--- config.mk ---
export PLATFORM = sky130hd
export DESIGN_NAME = jtgng_objdraw_flex
export DESIGN_NICKNAME = d
export VERILOG_FILES = /design/src/rtl/jtgng_objdraw_flex.sv
export SDC_FILE = /design/constraint.sdc
export NUM_CORES = 1
export LEC_CHECK = 0
export ABC_AREA = 1
export CAP_MARGIN = 20
export CORE_MARGIN = 4
export CORE_UTILIZATION = 42
export CTS_CLUSTER_DIAMETER = 80
export DETAILED_ROUTE_END_ITERATION = 16
export DONT_BUFFER_PORTS = 1
export PLACE_DENSITY = 0.56
export SETUP_SLACK_MARGIN = 0.3
export SLEW_MARGIN = 20
export SYNTH_ARGS = -nofsm -noshare
export SYNTH_HDL_FRONTEND = slang
export SYNTH_SLANG_ARGS = --single-unit
--- constraint.sdc ---
create_clock -name clk -period 2.7 [get_ports clk]
set_clock_uncertainty 0.05 [all_clocks]
set_input_delay 0.81 -clock clk [delete_from_list [all_inputs] [get_ports clk]]
set_output_delay 0.81 -clock clk [all_outputs]
set_load 0.005 [all_outputs]
--- src/rtl/jtgng_objdraw_flex.sv ---
`default_nettype none
// ============================================================================
// Module  : jtgng_objdraw_flex
// Purpose : Draws one sprite row into an object line buffer. Pixels are
//           fetched four at a time from ROM and written one per cen cycle.
// Revision: 1.0 - initial release
// ============================================================================
module jtgng_objdraw_flex #(
  parameter int         CW     = 11,
  parameter int         PALW   = 4,
  parameter int         SPRH   = 16,
  parameter logic [3:0] TRANSP = 4'hf,
  parameter bit         FLIPEN = 1'b1
) (
  input  logic                         clk,
  input  logic                         rst_n,
  input  logic                         cen,
  input  logic                         start,
  output logic                         busy,
  input  logic [CW-1:0]                code,
  input  logic [PALW-1:0]              pal,
  input  logic [8:0]                   xpos,
  input  logic [7:0]                   ypos,
  input  logic                         hflip,
  input  logic                         vflip,
  input  logic [7:0]                   vrender,
  output logic [CW+$clog2(SPRH)+1:0]   rom_addr,
  output logic                         rom_cs,
  input  logic                         rom_ok,
  input  logic [15:0]                  rom_data,
  output logic                         buf_we,
  output logic [8:0]                   buf_addr,
  output logic [PALW+3:0]              buf_data
);

  localparam int RW = $clog2(SPRH);

  typedef enum logic [2:0] {
    S_IDLE  = 3'd0,
    S_CHECK = 3'd1,
    S_REQ   = 3'd2,
    S_WAIT  = 3'd3,
    S_DRAW  = 3'd4
  } state_t;

  state_t          r_state;
  logic [CW-1:0]   r_code;
  logic [PALW-1:0] r_pal;
  logic [8:0]      r_xpos;
  logic [7:0]      r_ypos;
  logic            r_hflip;
  logic            r_vflip;
  logic [RW-1:0]   r_row;
  logic [1:0]      r_col;
  logic [1:0]      r_pix;
  logic [3:0]      r_z;
  logic [3:0]      r_y;
  logic [3:0]      r_x;
  logic [3:0]      r_w;

  logic [7:0]      w_dy;
  logic [1:0]      w_c;
  logic [3:0]      w_colour;
  logic [8:0]      w_col_addr;

  assign w_dy       = vrender - r_ypos;
  assign w_c        = r_hflip ? ~r_col : r_col;
  // Flipped rows are drawn from bit 0 upwards, otherwise from bit 3 down.
  assign w_colour   = r_hflip ? {r_w[0], r_x[0], r_y[0], r_z[0]}
                              : {r_w[3], r_x[3], r_y[3], r_z[3]};
  assign w_col_addr = r_xpos + {5'd0, r_col, r_pix};

  always_ff @(posedge clk or negedge rst_n) begin
    if (!rst_n) begin
      r_state  <= S_IDLE;
      busy     <= 1'b0;
      rom_cs   <= 1'b0;
      rom_addr <= '0;
      buf_we   <= 1'b0;
      buf_addr <= '0;
      buf_data <= '0;
      r_code   <= '0;
      r_pal    <= '0;
      r_xpos   <= '0;
      r_ypos   <= '0;
      r_hflip  <= 1'b0;
      r_vflip  <= 1'b0;
      r_row    <= '0;
      r_col    <= '0;
      r_pix    <= '0;
      r_z      <= '0;
      r_y      <= '0;
      r_x      <= '0;
      r_w      <= '0;
    end else if (cen) begin
      buf_we <= 1'b0;
      case (r_state)
        S_IDLE: begin
          if (start) begin
            r_code  <= code;
            r_pal   <= pal;
            r_xpos  <= xpos;
            r_ypos  <= ypos;
            r_hflip <= hflip & FLIPEN;
            r_vflip <= vflip & FLIPEN;
            busy    <= 1'b1;
            r_state <= S_CHECK;
          end
        end
        S_CHECK: begin
          // The subtraction wraps, so sprites straddling line 255 still hit.
          if (w_dy >= 8'(SPRH)) begin
            busy    <= 1'b0;
            r_state <= S_IDLE;
          end else begin
            r_row   <= r_vflip ? ~w_dy[RW-1:0] : w_dy[RW-1:0];
            r_col   <= 2'd0;
            r_state <= S_REQ;
          end
        end
        S_REQ: begin
          rom_cs   <= 1'b1;
          rom_addr <= {r_code, r_row, w_c};
          r_state  <= S_WAIT;
        end
        S_WAIT: begin
          if (rom_ok) begin
            {r_z, r_y, r_x, r_w} <= rom_data;
            rom_cs  <= 1'b0;
            r_pix   <= 2'd0;
            r_state <= S_DRAW;
          end
        end
        S_DRAW: begin
          buf_we   <= (w_colour != TRANSP);
          buf_addr <= w_col_addr;
          buf_data <= {r_pal, w_colour};
          if (r_hflip) begin
            r_z <= {1'b0, r_z[3:1]};
            r_y <= {1'b0, r_y[3:1]};
            r_x <= {1'b0, r_x[3:1]};
            r_w <= {1'b0, r_w[3:1]};
          end else begin
            r_z <= {r_z[2:0], 1'b0};
            r_y <= {r_y[2:0], 1'b0};
            r_x <= {r_x[2:0], 1'b0};
            r_w <= {r_w[2:0], 1'b0};
          end
          r_pix <= r_pix + 2'd1;
          if (r_pix == 2'd3) begin
            if (r_col != 2'd3) begin
              r_col   <= r_col + 2'd1;
              r_state <= S_REQ;
            end else begin
              busy    <= 1'b0;
              r_state <= S_IDLE;
            end
          end
        end
        default: begin
          busy    <= 1'b0;
          rom_cs  <= 1'b0;
          r_state <= S_IDLE;
        end
      endcase
    end
  end

endmodule
`default_nettype wire

* Yosys cells after proc, flatten, opt, wreduce, memory -nomap -nowiden *
Index checks and enable logic that the tools add are counted.

operators by class
  add/sub/neg operators = 4
  order comparisons = 1
  equal/unequal tests = 14
  mux-type cells = 35
  bitwise gates (word level) = 5
  reduce and logical (&&, ||, !) cells = 14

operators by type and width
  operator                                                               count
  4-bit two-way mux                                                      10
  4-bit one-hot mux with 2 select lines                                  4
  2-bit inequality test, second input constant                           8
  3-bit one-hot mux with 5 select lines                                  1
  2-bit two-way mux                                                      7
  3-bit AND reduction                                                    4
  9-bit by 4-bit adder with 9-bit output                                 1
  3-bit two-way mux                                                      3
  8-bit by 5-bit >= comparator with 1-bit output, second input constant  1
  2-bit one-hot mux with 2 select lines                                  2
  8-bit subtractor                                                       1
  3-bit by 2-bit == test with 1-bit output, second input constant        2
  1-bit two-way mux                                                      6
  6-bit AND reduction                                                    1
  5-bit AND reduction                                                    1
  2-bit by 1-bit adder with 2-bit output, second input constant          2
  4-bit inequality test, second input constant                           1
  4-bit inverter                                                         1
  1-bit one-hot mux with 4 select lines                                  1
  2-bit AND reduction                                                    2
  4-bit AND reduction                                                    1
  2-bit nonzero test                                                     2
  3-bit by 1-bit == test with 1-bit output, second input constant        1
  3-bit == test, second input constant                                   1
  other kinds (7)                                                        9

word-level totals
  bits in registers = 98
  input bits = 63
  output and inout port bits = 37
  logic and storage cells = 93

* Longest topological paths before layout *
  depth in word-level cells = 4
  gate-level depth with buffers = 16
  mapped depth without buffers = 16

* Worst setup path before layout *
OpenSTA, ideal clock, no wires.

  path type = input port to flip-flop
  start = in vrender[0]
  end = reg r_row[0]
  arrival = 2,300 ps
  data required time = 2,533 ps
  slack = 233 ps
  stages on the path = 15
  cells stage by stage = inv_1 ha_1 fa_1 inv_1 nand2_1 nand2_1 nand2_1 nand2_1 nand2_1 a21oi_1 nand2_1 nor2_2 nand3_1 nand2_1 nand2_1

on the way
  word-level cells in the longest chain between the ends = 4

ends and longest elaborated chain
  what                                            line  text
  start, declared                                 26    input logic [7:0] vrender,
  8-bit subtractor *                              66    assign w_dy = vrender - r_ypos;
  8-bit by 5-bit >= comparator with 1-bit output  112   if (w_dy >= 8'(SPRH)) begin
  1-bit inverter (no line)                        --
  3-bit AND reduction (no line)                   --
  end signal, assigned                            116   r_row <= r_vflip ? ~w_dy[RW-1:0] : w_dy[RW-1:0];
  end, declared                                   53    logic [RW-1:0] r_row;

Mark *: on every way between the ends. The rest lies on a longest branch, timed or not.
A chain may end at the register's enable or synchronous reset.

* Final worst setup path *
Same ends and word-level chain as after synthesis.

==> flow_summary.yaml <==
synthesis:
  yosysTopAreaCell: "dfrtp_1"
  avgSynthCellArea_um2: 8.65
  yosysMostFrequentCell: "nand2_1"
  synth_top_flop_cell: "dfrtp_1"
  synth-edff-count: 0
  synth_top_area_frac: 0.490
  syn_inst: 578
  seq_area_frac_synth: 0.490
  syn_nets: 657
  netlist_area_um2: 5000
  yosys_warnings: 0
  synth-async-reset-ratio: 1.00
  synth.distinct_cells: 40
  yosys-top-cells-count: "161 x nand2_1, 98 x dfrtp_1, 59 x inv_1"
  ys_ff_latch: 98
  synthTopCellsByArea: "dfrtp_1 49%, nand2_1 12%, inv_1 4.4%"
die:
  core_area_um2: 11500
  dieArea_um2: 13700
  die_w_um: 117
  start_util: 0.434
  die_h_um: 117
  rows: 39
  pin_count: 100
routing:
  wl_per_cell_um: 14.3
  antenna_left: 0
  drt_wl_total_mm: 10.3
  drt_iter0_drc: 162
  vias: 3668
  first_pass_iters: 5
  viasPerCell: 5.07
  drcViolationCount: 0
sta:
  rsz0062_at_grt: "false"
  slew_viol_final: 0
  period_share: 0.804
  finalSetupTns_ps: 0
  relSlewSlack: 0.556
  min_period_ps: 2170
  worst_pin_slew_ps: 666
  hold_ws_ps: 108
  fmaxAchievable_mhz: 461
  hold_viol: 0
  setup_viol_count_final: 0
hold_path:
  hp-class: "in2async"
power_and_ir_drop:
  power_mw: 6.17
  ir_drop_mv: 0.475
  leakagePower_nw: 2.73
  power_per_cell_area_nw_per_um2: 1130
setup_path:
  r2r-start: "r_state[1]"
  cp_max_fo: 6
  reg2reg_depth: 9
  end_kind: "register"
  cp-start-kind: "primary input"
  worstSetupPathType: "in2reg"
  r2r_setup_slack_ps: 540
  worstPathRequired_ps: 2880
  rr_endpoint: "r_y[2]"
  critPathArrivalTime_ps: 2350
cts:
  numCtsBuffers: 9
  cts.clk_slew.worst_paths_ps: 70
  cts_max_level: 3
  cts-root-buf: "clkbuf_16"
  cts_resized: 0
  insertion_delay_ps: 350
  hold_buffers: 0
  postCtsSetupBuffers: 0
  cts_tree: "done"
  clock_path_buffers: 2
  clock-sinks: 98
status:
  outcome: "completed"
finish:
  area_growth_pct: 9.31
  final_nets: 655
  fill_cells: 1129
  stdcell_count: 724
  finalInstanceArea_um2: 5470
  num_antenna_cells: 0
  final_layout_size_suffix_gt1_frac: 0.157
place:
  place_inst: 708
  gp_congestion: 0.784
  dp_hpwl_mm: 7.43
  place_area_um2: 5160
  io_buffers: 0
grt:
  grt_pass1_wl_mm: 16.9
  antenna_found_initial: 0
  grt_pass1_vias: 3533
  track_usage: 0.159
  overflow: 0
  grt_max_degree: 99
job:
  drv_cap: 0
[state kept, by name (all words and copies together) (netlist names), 2 cells and up]
signal / count
r_col: 2
r_z: 4
r_code: 11
r_x: 4
r_w: 4
r_pix: 2
r_y: 4
rom_addr: 17
r_state: 3
buf_addr: 9
buf_data: 8
r_xpos: 9
r_pal: 4
r_row: 4
r_ypos: 8
[layout by cell type (no fill, tap or decap), drive strengths merged]
cell type,instances
a21oi,39
a31o,4
buf,10
bufinv,1
clkbuf,10
clkinv,4
dfrtp,98
fa,2
ha,14
inv,63
mux2,11
nand2,164
nand3,24
nand3b,1
nand4,5
nor2,58
nor3,2
nor4,1
o211ai,8
o21a,5
o21ai,42
o41ai,1
or2,3
xnor2,7
xor2,4
[logic make-up after synthesis]
| kind of cell | synth area share |
|---|---|
| mux | 0.0248 |
| flops | 0.490 |
| compound gates | 0.127 |
| buf+inv | 0.0731 |
| fa+ha+maj | 0.0430 |
| xor+xnor | 0.0193 |
| simple gates | 0.222 |
[metrics by stage]
| step | utilization | setup WS [ps] |
|---|---|---|
| final | 0.475 | 530 |
| after global placement | 0.448 | 228 |
| after floorplan | - | 294 |
| after CTS | 0.475 | 517 |
| after detailed placement | 0.448 | 172 |
| after global routing | 0.475 | 309 |
[report_power, final]
part	leakage, nW	switching [mW]	internal (mW)
Clock	0.153	0.568	0.746
Combinational	1.40	1.27	0.925
Sequential	1.18	0.514	2.14
Total	2.73	2.35	3.81
[per-layer routing]
metal | part of all wire | track usage | vias up | routed length (um)
met1 | 0.46 | 0.206 | 1727 | 4800
met4 | 0.018 | 0.0642 | 0 | 187
met2 | 0.46 | 0.251 | 78 | 4710
li1 | - | - | 1850 | -
met3 | 0.062 | 0.0437 | 13 | 645
met5 | 0 | 0 | - | 0
[how the worst max path moves through the flow]
stage | start | endpoint | slack [ps] | cells after the start
2_1_floorplan | vrender[0] | r_row[0] | 290 | 15
5_1_grt | r_ypos[0] | r_row[0] | 310 | 14
6_report | vrender[0] | r_row[0] | 530 | 15
3_3_place_gp | vrender[0] | r_row[0] | 230 | 15
3_5_place_dp | vrender[0] | r_row[0] | 170 | 15
4_1_cts | r_state[1] | r_y[2] | 520 | 9
[worst max-delay path, stage by stage]
cell and delay [ps]:
inv_12 10, ha_4 140, fa_2 390, inv_1 60
nand2_1 40, nand2_1 100, nand2_1 60, nand2_1 50
nand2_1 70, a21oi_1 110, nand2_1 100, nor2_4 180
nand3_2 90, nand2_1 80, nand2_1 50
[final cells by class]
type	count	area [um2]	area share
inverters	62	245	0.0449
multi-input cells	395	2210	0.405
clock buffers	10	239	0.0437
clock inverters	6	62.6	0.0114
repair buffers	10	75.1	0.0137
well taps	143	179	0.0327
flip-flops and latches	98	2450	0.449
Power figures use the tool's default switching activity.
